$ cat config.mk
export PLATFORM = sky130hd
export DESIGN_NAME = tx
export DESIGN_NICKNAME = d
export VERILOG_FILES = /design/src/rtl/uart_pkg.sv /design/src/rtl/baud_timer.sv /design/src/rtl/tx.sv
export SDC_FILE = /design/constraint.sdc
export NUM_CORES = 1
export LEC_CHECK = 0
export BUFFER_PORTS_ARGS = -buffer_cell sky130_fd_sc_hd__buf_2
export CORE_MARGIN = 5
export CORE_UTILIZATION = 45
export DETAILED_ROUTE_END_ITERATION = 8
export GPL_TIMING_DRIVEN = 1
export PLACE_DENSITY = 0.68
export SLEW_MARGIN = 20
export SYNTH_ARGS = -nofsm -noshare
export SYNTH_HDL_FRONTEND = slang
export SYNTH_SLANG_ARGS = --single-unit
$ cat constraint.sdc
create_clock -name clk -period 2.5 [get_ports clk]
set_input_delay 0 -clock clk [delete_from_list [all_inputs] [get_ports clk]]
set_output_delay 0 -clock clk [all_outputs]
set_load 0.02 [all_outputs]
$ cat src/rtl/uart_pkg.sv
// Shared UART definitions: transmitter state encoding, bit-period helper,
// frame constants. Imported by tx, baud_timer and the rx receiver.
package uart_pkg;

    localparam int DATA_BITS = 8;

    typedef enum logic [2:0] {
        IDLE,
        START,
        DATA,
        PAR,
        STOP,
        ACK
    } tx_state_t;

    // Clocks per serial bit (integer division, truncating).
    function automatic int bit_cycles(int clk_freq, int baud);
        return clk_freq / baud;
    endfunction

endpackage

$ cat src/rtl/baud_timer.sv
// Bit-period timer: free-running counter with synchronous clear and a
// one-cycle tick at terminal count BIT_CYCLES-1, after which it wraps to 0.
module baud_timer #(
    parameter int BIT_CYCLES = 5208
) (
    input  logic clk,
    input  logic rst,
    input  logic clr,
    output logic tick
);

    localparam int CW = (BIT_CYCLES > 1) ? $clog2(BIT_CYCLES) : 1;
    localparam logic [CW-1:0] TERM = CW'(BIT_CYCLES - 1);

    logic [CW-1:0] cnt;

    assign tick = (cnt == TERM);

    // Count clocks within a bit; restart on clear or at the end of a bit.
    always_ff @(posedge clk or negedge rst) begin
        if (!rst)
            cnt <= '0;
        else if (clr || tick)
            cnt <= '0;
        else
            cnt <= cnt + CW'(1);
    end

endmodule

$ cat src/rtl/tx.sv
// UART transmitter: four-phase Send/Sent handshake, frame of start bit,
// 8 data bits LSB first, parity bit, stop bit. Sout connects straight to
// rx.Sin. Define TX_TWO_STOP_EN to stretch the stop bit to two bit periods.
// All outputs are registered from the current state, so the line lags the
// state register by one clock.
module tx
    import uart_pkg::*;
#(
    parameter int   CLK_FREQUENCY = 100_000_000,
    parameter int   BAUD_RATE     = 19_200,
    parameter logic PARITY        = 1'b1
) (
    input  logic       clk,
    input  logic       rst,
    input  logic       Send,
    input  logic [7:0] Din,
    output logic       Sent,
    output logic       Busy,
    output logic       Sout
);

    localparam int BIT_CYCLES = bit_cycles(CLK_FREQUENCY, BAUD_RATE);
    localparam logic [2:0] LAST_BIT = 3'(DATA_BITS - 1);

    tx_state_t  state_q, state_d;
    logic [7:0] shift_q;
    logic [2:0] idx_q;
    logic       par_q;
    logic       tick, clr;
    logic       sout_d, sent_d, busy_d;
`ifdef TX_TWO_STOP_EN
    logic       stop2_q;
`endif

    // Counter only runs while a bit is on the wire.
    assign clr = (state_q == IDLE) || (state_q == ACK);

    baud_timer #(.BIT_CYCLES(BIT_CYCLES)) u_timer (
        .clk  (clk),
        .rst  (rst),
        .clr  (clr),
        .tick (tick)
    );

    // State register.
    always_ff @(posedge clk or negedge rst) begin
        if (!rst) state_q <= IDLE;
        else      state_q <= state_d;
    end

    // Next-state logic: every bit phase advances on the timer tick.
    always_comb begin
        state_d = state_q;
        unique case (state_q)
            IDLE:  if (Send) state_d = START;
            START: if (tick) state_d = DATA;
            DATA:  if (tick && idx_q == LAST_BIT) state_d = PAR;
            PAR:   if (tick) state_d = STOP;
`ifdef TX_TWO_STOP_EN
            STOP:  if (tick && stop2_q) state_d = ACK;
`else
            STOP:  if (tick) state_d = ACK;
`endif
            ACK:   if (!Send) state_d = IDLE;
            default: state_d = IDLE;
        endcase
    end

    // Latch the byte and its parity on acceptance; shift out one bit per tick.
    always_ff @(posedge clk or negedge rst) begin
        if (!rst) begin
            shift_q <= '0;
            idx_q   <= '0;
            par_q   <= 1'b0;
        end else if (state_q == IDLE && Send) begin
            shift_q <= Din;
            idx_q   <= '0;
            par_q   <= ^Din ^ PARITY;
        end else if (state_q == DATA && tick) begin
            shift_q <= shift_q >> 1;
            idx_q   <= idx_q + 3'd1;
        end
    end

`ifdef TX_TWO_STOP_EN
    // Marks that the first of the two stop periods has elapsed.
    always_ff @(posedge clk or negedge rst) begin
        if (!rst)
            stop2_q <= 1'b0;
        else if (state_q != STOP)
            stop2_q <= 1'b0;
        else if (tick)
            stop2_q <= 1'b1;
    end
`endif

    // Output decode from the current state.
    always_comb begin
        sout_d = 1'b1;
        sent_d = 1'b0;
        busy_d = (state_q != IDLE);
        unique case (state_q)
            START:   sout_d = 1'b0;
            DATA:    sout_d = shift_q[0];
            PAR:     sout_d = par_q;
            ACK:     sent_d = 1'b1;
            default: sout_d = 1'b1;
        endcase
    end

    // Registered outputs; Sout resets high so an abort never glitches low.
    always_ff @(posedge clk or negedge rst) begin
        if (!rst) begin
            Sout <= 1'b1;
            Sent <= 1'b0;
            Busy <= 1'b0;
        end else begin
            Sout <= sout_d;
            Sent <= sent_d;
            Busy <= busy_d;
        end
    end

endmodule

After elaboration in Yosys (flattened, before gate mapping)
Cells that the tools add are included.
{ "totals": {"ff_bits": 31, "output_inout_bits": 3, "elab_cells": 48} }
{ "classes": {"add_sub_neg": 2, "n_eq_ne": 13, "mux": 14, "bitwise_logic": 1, "n_reduce_logical": 10} }
{ "op_table": {"columns": ["cell", "count"], "rows": [
  ["3-bit 2-to-1 mux", 8],
  ["3-bit case mux with 6 select lines", 1],
  ["8-bit 2-to-1 mux", 2],
  ["13-bit by 1-bit adder with 13-bit output (second input constant)", 1],
  ["13-bit equality test (second input constant)", 1],
  ["13-bit 2-to-1 mux", 1],
  ["2-bit != test (second input constant)", 6],
  ["3-bit equality test (second input constant)", 3],
  ["8-bit XOR reduction", 1],
  ["3-bit by 2-bit equality test with 1-bit output (second input constant)", 2],
  ["6-bit AND reduction", 1],
  ["3-bit by 1-bit adder with 3-bit output (second input constant)", 1],
  ["3-bit by 1-bit equality test with 1-bit output (second input constant)", 1],
  ["1-bit logical AND", 3],
  ["3-bit zero test", 1],
  ["1-bit case mux with 3 select lines", 1],
  ["3-bit nonzero test", 1],
  ["1-bit logical OR", 2],
  ["2-bit nonzero test", 1],
  ["1-bit 2-to-1 mux", 1],
  ["1-bit inverter", 1]
]} }

Depth between registers and ports, before layout
Gate-level depths: netlist of the first run.
{ "logic_depth": {"ltp_word": 4, "mapped_depth": 6, "mapped_depth_nobuf": 5} }

Modules after synthesis
Synthesis of the first run repeated with hierarchy kept, for this count alone.
{ "unflattened": {"cells_unflattened": 151, "hier_area_um2": 1594.0} }
{ "modules_own_cells": {"columns": ["module", "instances", "cells_each", "area_each_um2"], "rows": [
  ["tx", 1, 83, 899.6],
  ["baud_timer", 1, 68, 694.4]
]} }

Least setup slack after synthesis of the first run
No wires, ideal clock.
{ "synth_timing": {"path_kind": "reg2reg", "start": "register u_timer.cnt[0]", "end": "register u_timer.cnt[11]", "setup_time_ns": 0.071, "arrival_time_ns": 1.655, "t_required_ns": 2.429, "slack_ns": 0.774, "stages_incl_launch_ff": 7, "synth_period_minus_slack_ns": 1.726, "path_cell_list": "dfrtp_1 > ha_1 > and4_4 > and3_4 > or3_4 > buf_6 > nor2_1"} }
{ "synth_via": {"elab_chain_cells": 3, "word_cells_on_any_way": 4, "cone_classes": "add/sub (1); eq/ne (1); mux (1); reduce/logical (1)"} }
{ "synth_rtl": {"columns": ["element", "line", "text"], "rows": [
  ["from (decl)", "baud_timer.sv:15", "logic [CW-1:0] cnt;"],
  ["from (signal assigned)", "baud_timer.sv:26", "cnt <= cnt + CW'(1);"],
  ["branches (longest 2 deep; another with 13-bit by 1-bit adder with 13-bit output)", null, null],
  ["13-bit 2-to-1 mux *", "baud_timer.sv:23", "else if (clr || tick)"]
]} }
Every way passes the cells marked *.
A chain may end at the register's enable or synchronous reset.

Worst setup path in the final report of the first run
{ "layout_timing": {"start": "register u_timer.cnt[0]", "end": "register shift_q[1]"} }
{ "layout_via": {"elab_chain_cells": 3} }
{ "layout_rtl": {"columns": ["element", "line", "text"], "rows": [
  ["13-bit equality test", "baud_timer.sv:17", "assign tick = (cnt == TERM);"],
  ["1-bit logical AND", "tx.sv:79", "end else if (state_q == DATA && tick) begin"],
  ["2-bit nonzero test (no line)", null, null],
  ["to (signal assigned)", "tx.sv:76", "shift_q <= Din;"],
  ["to (signal assigned)", "tx.sv:80", "shift_q <= shift_q >> 1;"],
  ["to (decl)", "tx.sv:26", "logic [7:0] shift_q;"]
]} }
No other way between the ends.

==> metrics.csv, run 1 <==
stage,metric,value,unit
status,status,finished clean,
critical_path,path_buf_inv,0,
cts,htree_levels,2,
yosys,synth_seq_cells,31,
yosys,synth_nets,174,
route,wl,2960,um
yosys,ys_warn_count,0,
critical_path,crit_family,simple AND/OR/NAND/NOR gates,
route,via_per_inst,5.20,
critical_path,worst_setup_path_end_kind,flip-flop,
sta,final-setup-viol-count,0,
yosys,synth_seq_area_share,0.493,
critical_path,crit_arrival,2290,ps
yosys,synthesis.area,0.00158,sq mm
floorplan,die_y,69.2,um
route,drc_errors,0,
yosys,yosysUniqueCellTypes,37,
sta,maxSlewViolCount,0,
worst_hold_path,hold_path_class,primary input to flip-flop,
job,cap_violations,0,
cts,clock_latency,330,ps
critical_path,path_cells,"ha_1, and4_4, nand4_1, o22a_1, o21a_1",
floorplan,design.core.area,0.00336,sq mm
route,vias,1180,
critical_path,critPathRequiredTime,2730,ps
floorplan,std_cell_rows,21,
cts,numClockSinks,31,
sta,hold_viol,0,
floorplan,fp.dieW,69.2,um
yosys,synth_edf_count,0,
grt,grt_pass1_vias,1178,
floorplan,ios,14,
cts,cts_made_buffers,5,
placed_design,dp.cells,211,
yosys,syn_inst,160,
cells_and_area,areaGrowthSynthToFinish,14.6,%
sta,final.period_utilization,0.826,
cts,cts_resized,0,
grt,grt_pass1_wl,5440,um
grt,grt_max_degree,32,
placed_design,io_buffers,13,
critical_path,crit_type,flip-flop to flip-flop,
critical_path,crit_fanout,13,
critical_path,startpoint_type,flip-flop,
power_and_ir_drop,ir_worst_vdd,411,uV
cts,clockRootBuffer,clkbuf_4,
route,drt-initial-drc-count,72,
critical_path,crit_path_max_incr_delay,460,ps
sta,worst_slew_margin_rel,0.550,
critical_path,slowest_stage,nand4_1,
grt,antenna_found_initial,0,
grt,grt.overflow.total,0,
route,firstDrtPassIters,4,
sta,fin_skew,6.12,ps
cts,cts_setup_buffers,0,
placed_design,gp_congestion,0.804,
cells_and_area,mostFrequentLayoutCells,"dfrtp_1, nand2_1, nand3_1, nor2_1, buf_2",
route,ant_nets,0,
floorplan,dieArea,0.00478,sq mm
sta,setup_tns,0,ps
cells_and_area,antenna_cells,0,
cts,cts_tree,yes,
route,wl_per_cell,13.0,um
cts,cts.clk_slew.worst_paths,100,ps
power_and_ir_drop,p_per_area,830,mW/mm^2
yosys,postSynth.asyncResetShare,1.00,
placed_design,hpwl,2030,um
sta,tightest_slew,674,ps
floorplan,initial_utilization,0.468,
cells_and_area,layout_commonest_cell,dfrtp_1,
sta,max_freq,484,MHz
sta,rsz0062_at_grt,no,
grt,track_usage,0.142,
yosys,avgSynthCellArea,9.85,sq um
power_and_ir_drop,power.leakage,0.819,nW
cells_and_area,finalNonFillerCells,227,
cells_and_area,final_nets,194,
cells_and_area,drive_above_1_share,0.177,
yosys,synth_ff_type,dfrtp_1,
sta,min_period,2070,ps
cts,cts_buffer_depth,2,
per-layer routing:
| layer | vias to the layer above | wire [um] | GRT usage | share of wire |
|---|---|---|---|---|
| li1 | 588 | - | - | - |
| met1 | 568 | 1390 | 0.176 | 0.47 |
| met2 | 17 | 1410 | 0.228 | 0.48 |
| met3 | 7 | 103 | 0.0392 | 0.035 |
| met4 | 0 | 59 | 0.0651 | 0.020 |
| met5 | - | 0 | 0 | 0 |
path summary, 6_finish.rpt:
kind	slack, ps	start	cells after the start	to
max	430	u_timer.cnt[0]	5	shift_q[1]
min	10	Din[3]	3	shift_q[3]
max reg2reg	430	u_timer.cnt[0]	5	shift_q[1]
min reg2reg	500	par_q	2	par_q
max in group asynchronous	1830	rst	2	u_timer.cnt[0]
min in group asynchronous	240	rst	2	idx_q[1]
Yosys cell counts (2+ instances only):
cell type | number | area [sq um]
o21a_1 | 2 | 15.0
nand2b_1 | 2 | 12.5
buf_2 | 3 | 15.0
xnor2_1 | 12 | 105
inv_1 | 5 | 18.8
nand2_1 | 20 | 75.1
nand3_1 | 17 | 85.1
xor2_1 | 7 | 61.3
o22a_1 | 2 | 17.5
dfrtp_1 | 30 | 751
ha_1 | 3 | 37.5
and4_2 | 2 | 20.0
nand4_1 | 5 | 31.3
nor3_1 | 3 | 15.0
a22oi_1 | 2 | 15.0
and3_1 | 2 | 12.5
nor3b_1 | 3 | 22.5
o22ai_1 | 2 | 12.5
nor4b_2 | 2 | 30.0
nor2_1 | 16 | 60.1
clkbuf_1 | 4 | 15.0
flip-flops by register name (all words and copies together) (netlist names):
register and count:
Sent 1, idx_q 3, par_q 1, shift_q 8
u_timer.cnt 13, Sout 1, Busy 1, state_q 3
worst reg2reg max path, stage by stage, from the launching register on:
cell and delay [ps]:
dfrtp_1 430, ha_1 300, and4_4 280, nand4_1 460, o22a_1 410, o21a_1 100
logic make-up after synthesis:
group / Yosys count / synth area share
compound gates: 12 / 0.0532
xor+xnor: 19 / 0.106
fa+ha+maj: 3 / 0.0238
buf+inv: 13 / 0.0381
flops: 31 / 0.493
mux: 1 / 0.00635
simple gates: 81 / 0.280
stage by stage:
step	total power [mW]	util	instance area (sq um)	worst slack, ps	hold slack (ps)
finish	1.50	0.537	1810	434	13.6
CTS	1.51	0.537	1810	459	11.0
global placement	1.14	0.493	1660	603	72.0
floorplan	1.07	-	1580	774	-296
detailed placement	1.17	0.493	1660	488	79.3
global route	1.61	0.537	1810	320	25.6
cell type report:
cell class                 count  area (sq um)
fill                         319          1560
sequential                    31           777
multi-input combinational    116           738
timing repair buffer          21           145
clock buffer                   8          68.8
tap                           46          57.6
inverter                       5          18.8
power by group:
part / switching [mW] / total, mW / internal [mW] / leakage (nW)
registers: 0.124 / 0.774 / 0.649 / 0.396
clock network: 0.166 / 0.332 / 0.165 / 0.0386
logic: 0.223 / 0.394 / 0.171 / 0.385
total: 0.513 / 1.50 / 0.986 / 0.819
what timing repair did:
item                                   CTS  global route
endpoints found under the hold margin   37             0
hold buffers                             8             0
setup endpoints to repair                0             0
Note: power is estimated with default switching activity, not from simulation.
==> inputs of run 2 (changes only) <==
clock period = 2.1 ns   (was 2.5 ns; I/O delays follow)
==> run 2 against run 1 <==
Against the previous run: critical path depth unchanged; first-iteration DRC count decreased by 6.9%; sequential cell count unchanged; routed wire length decreased by 0.47%; sequential power increased by 19%; total power increased by 19%; sequential share of layout area decreased by 0.41 points; hold slack about the same; maximum frequency increased by 14%; critical path type unchanged; largest cell class unchanged; largest power group unchanged; highest routed layer unchanged.
==> metrics.csv, run 2 (synthesis gave the netlist of run 1 again) <==
stage,metric,value,unit,change
status,status,finished clean,,unchanged
grt,antenna_found_initial,0,,unchanged
grt,track_usage,0.139,,was 0.142
cts,clock_latency,340,ps,was 330 ps
critical_path,path_depth,5,,unchanged
floorplan,initial_utilization,0.468,,unchanged
cts,clockRootBuffer,clkbuf_4,,unchanged
route,wl_per_cell,12.9,um,was 13.0 um
route,firstDrtPassIters,4,,unchanged
grt,grt_max_degree,32,,unchanged
critical_path,slowest_stage,or3_4,,was nand4_1
cells_and_area,layout_commonest_cell,dfrtp_1,,unchanged
critical_path,crit_path_max_incr_delay,470,ps,was 460 ps
cts,cts.clk_slew.worst_paths,90,ps,was 100 ps
grt,grt.overflow.total,0,,unchanged
critical_path,startpoint_type,flip-flop,,unchanged
cells_and_area,largest_reg_flops,13,,unchanged
power_and_ir_drop,power.leakage,0.828,nW,was 0.819 nW
placed_design,io_buffers,13,,unchanged
critical_path,worst_setup_path_end_kind,flip-flop,,unchanged
route,drc_errors,0,,unchanged
placed_design,hpwl,2030,um,about the same
floorplan,die_y,69.2,um,unchanged
cells_and_area,final_nets,196,,was 194
worst_hold_path,hold_path_class,primary input to flip-flop,,unchanged
critical_path,crit_type,flip-flop to flip-flop,,unchanged
critical_path,critPathRequiredTime,2370,ps,was 2730 ps
critical_path,reg2reg_depth,5,,unchanged
route,drt-initial-drc-count,67,,was 72
floorplan,design.core.area,0.00336,sq mm,unchanged
placed_design,gp_congestion,0.822,,was 0.804
route,wl,2940,um,was 2960 um
cells_and_area,final_cell_area,0.00182,sq mm,was 0.00181 sq mm
cells_and_area,top_regs,"u_timer.cnt (13), shift_q (8)",,unchanged
route,vias,1156,,was 1180
cells_and_area,drive_above_1_share,0.180,,was 0.177
grt,grt_pass1_vias,1150,,was 1178
power_and_ir_drop,p_per_area,979,mW/mm^2,was 830 mW/mm^2
critical_path,path_buf_inv,0,,unchanged
worst_hold_path,min_path_cells,3,,unchanged
sta,tightest_slew,678,ps,was 674 ps
placed_design,dpl_cell_area,0.00166,sq mm,about the same
critical_path,crit_family,simple AND/OR/NAND/NOR gates,,unchanged
cts,cts_buffer_depth,2,,unchanged
route,via_per_inst,5.05,,was 5.20
cells_and_area,n_fill_cell,329,,was 319
sta,worst_slew_margin_rel,0.548,,was 0.550
critical_path,path_cells,"ha_1, and4_4, and3_4, or3_4, nor2_1",,"was ha_1, and4_4, nand4_1, o22a_1, o21a_1"
sta,setup_tns,0,ps,unchanged
cells_and_area,areaGrowthSynthToFinish,15.7,%,was 14.6%
sta,rsz0062_at_grt,no,,unchanged
cts,cts_setup_buffers,0,,unchanged
cts,cts_tree,yes,,unchanged
sta,final-setup-viol-count,0,,unchanged
cells_and_area,mostFrequentLayoutCells,"dfrtp_1, nand2_1, nand3_1, nor2_1, buf_2",,unchanged
cells_and_area,largest_register,u_timer.cnt,,unchanged
sta,maxSlewViolCount,0,,unchanged
cells_and_area,antenna_cells,0,,unchanged
sta,max_freq,554,MHz,was 484 MHz
sta,fin_skew,5.87,ps,was 6.12 ps
cts,htree_levels,2,,unchanged
sta,final.period_utilization,0.860,,was 0.826
critical_path,crit_fanout,13,,unchanged
power_and_ir_drop,ir_worst_vdd,537,uV,was 411 uV
cts,cts_made_buffers,5,,unchanged
critical_path,crit_arrival,2080,ps,was 2290 ps
floorplan,ios,14,,unchanged
cells_and_area,multiInputGateArea,738,sq um,unchanged
cts,numClockSinks,31,,unchanged
cells_and_area,regArea,777,sq um,unchanged
job,cap_violations,0,,unchanged
route,ant_nets,0,,unchanged
floorplan,std_cell_rows,21,,unchanged
floorplan,dieArea,0.00478,sq mm,unchanged
sta,min_period,1810,ps,was 2070 ps
grt,grt_pass1_wl,5240,um,was 5440 um
sta,hold_viol,0,,unchanged
floorplan,fp.dieW,69.2,um,unchanged
-- run 2: metrics by stage --
step | std cells | hold WS [ps] | setup slack, ps | util | power (mW)
after detailed placement | 212 | 74.2 | 310 | 0.495 | 1.39
after global placement | 212 | 65.2 | 375 | 0.495 | 1.36
after CTS | 229 | 9.62 | 291 | 0.542 | 1.80
after floorplan | 160 | -296 | 374 | - | 1.27
after global routing | 229 | 13.6 | 230 | 0.542 | 1.92
final | 229 | 13.7 | 294 | 0.542 | 1.78
-- run 2: area by class of cell --
cell class,count,area share
Timing Repair Buffer,23,0.0892
Tap cell,46,0.0316
Sequential cell,31,0.426
Inverter,5,0.0103
Multi-Input combinational cell,116,0.405
Clock buffer,8,0.0377
-- run 2: routing by layer --
| metal | vias to the layer above | track usage | share of wire |
|---|---|---|---|
| met5 | - | 0 | 0 |
| met4 | 0 | 0.0651 | 0.020 |
| li1 | 588 | - | - |
| met1 | 534 | 0.173 | 0.47 |
| met3 | 7 | 0.0596 | 0.066 |
| met2 | 27 | 0.206 | 0.45 |
-- run 2: timing repair --
action,CTS,global route
gates resized for setup,0,0
hold endpoints to repair,38,0
endpoints found under the setup margin,0,0
hold buffers,9,0
-- run 2: path summary, 6_finish.rpt --
check	slack, ps	endpoint	start
setup / recovery	290	u_timer.cnt[5]	u_timer.cnt[0]
hold / removal	10	shift_q[1]	Din[1]
setup reg to reg	290	u_timer.cnt[5]	u_timer.cnt[0]
hold reg to reg	500	shift_q[2]	shift_q[3]
max in group asynchronous	1440	idx_q[0]	rst
min in group asynchronous	230	shift_q[0]	rst
-- run 2: worst reg2reg max path: stages, from the launching register on --
cell,delay (ps)
dfrtp_1,440
ha_1,290
and4_4,220
and3_4,180
or3_4,470
nor2_1,140
-- run 2: report_power, final --
group / total (mW) / internal (mW) / switching (mW) / leakage [nW]
logic: 0.463 / 0.206 / 0.257 / 0.393
clock network: 0.397 / 0.197 / 0.201 / 0.0386
registers: 0.923 / 0.773 / 0.150 / 0.396
total: 1.78 / 1.18 / 0.608 / 0.828
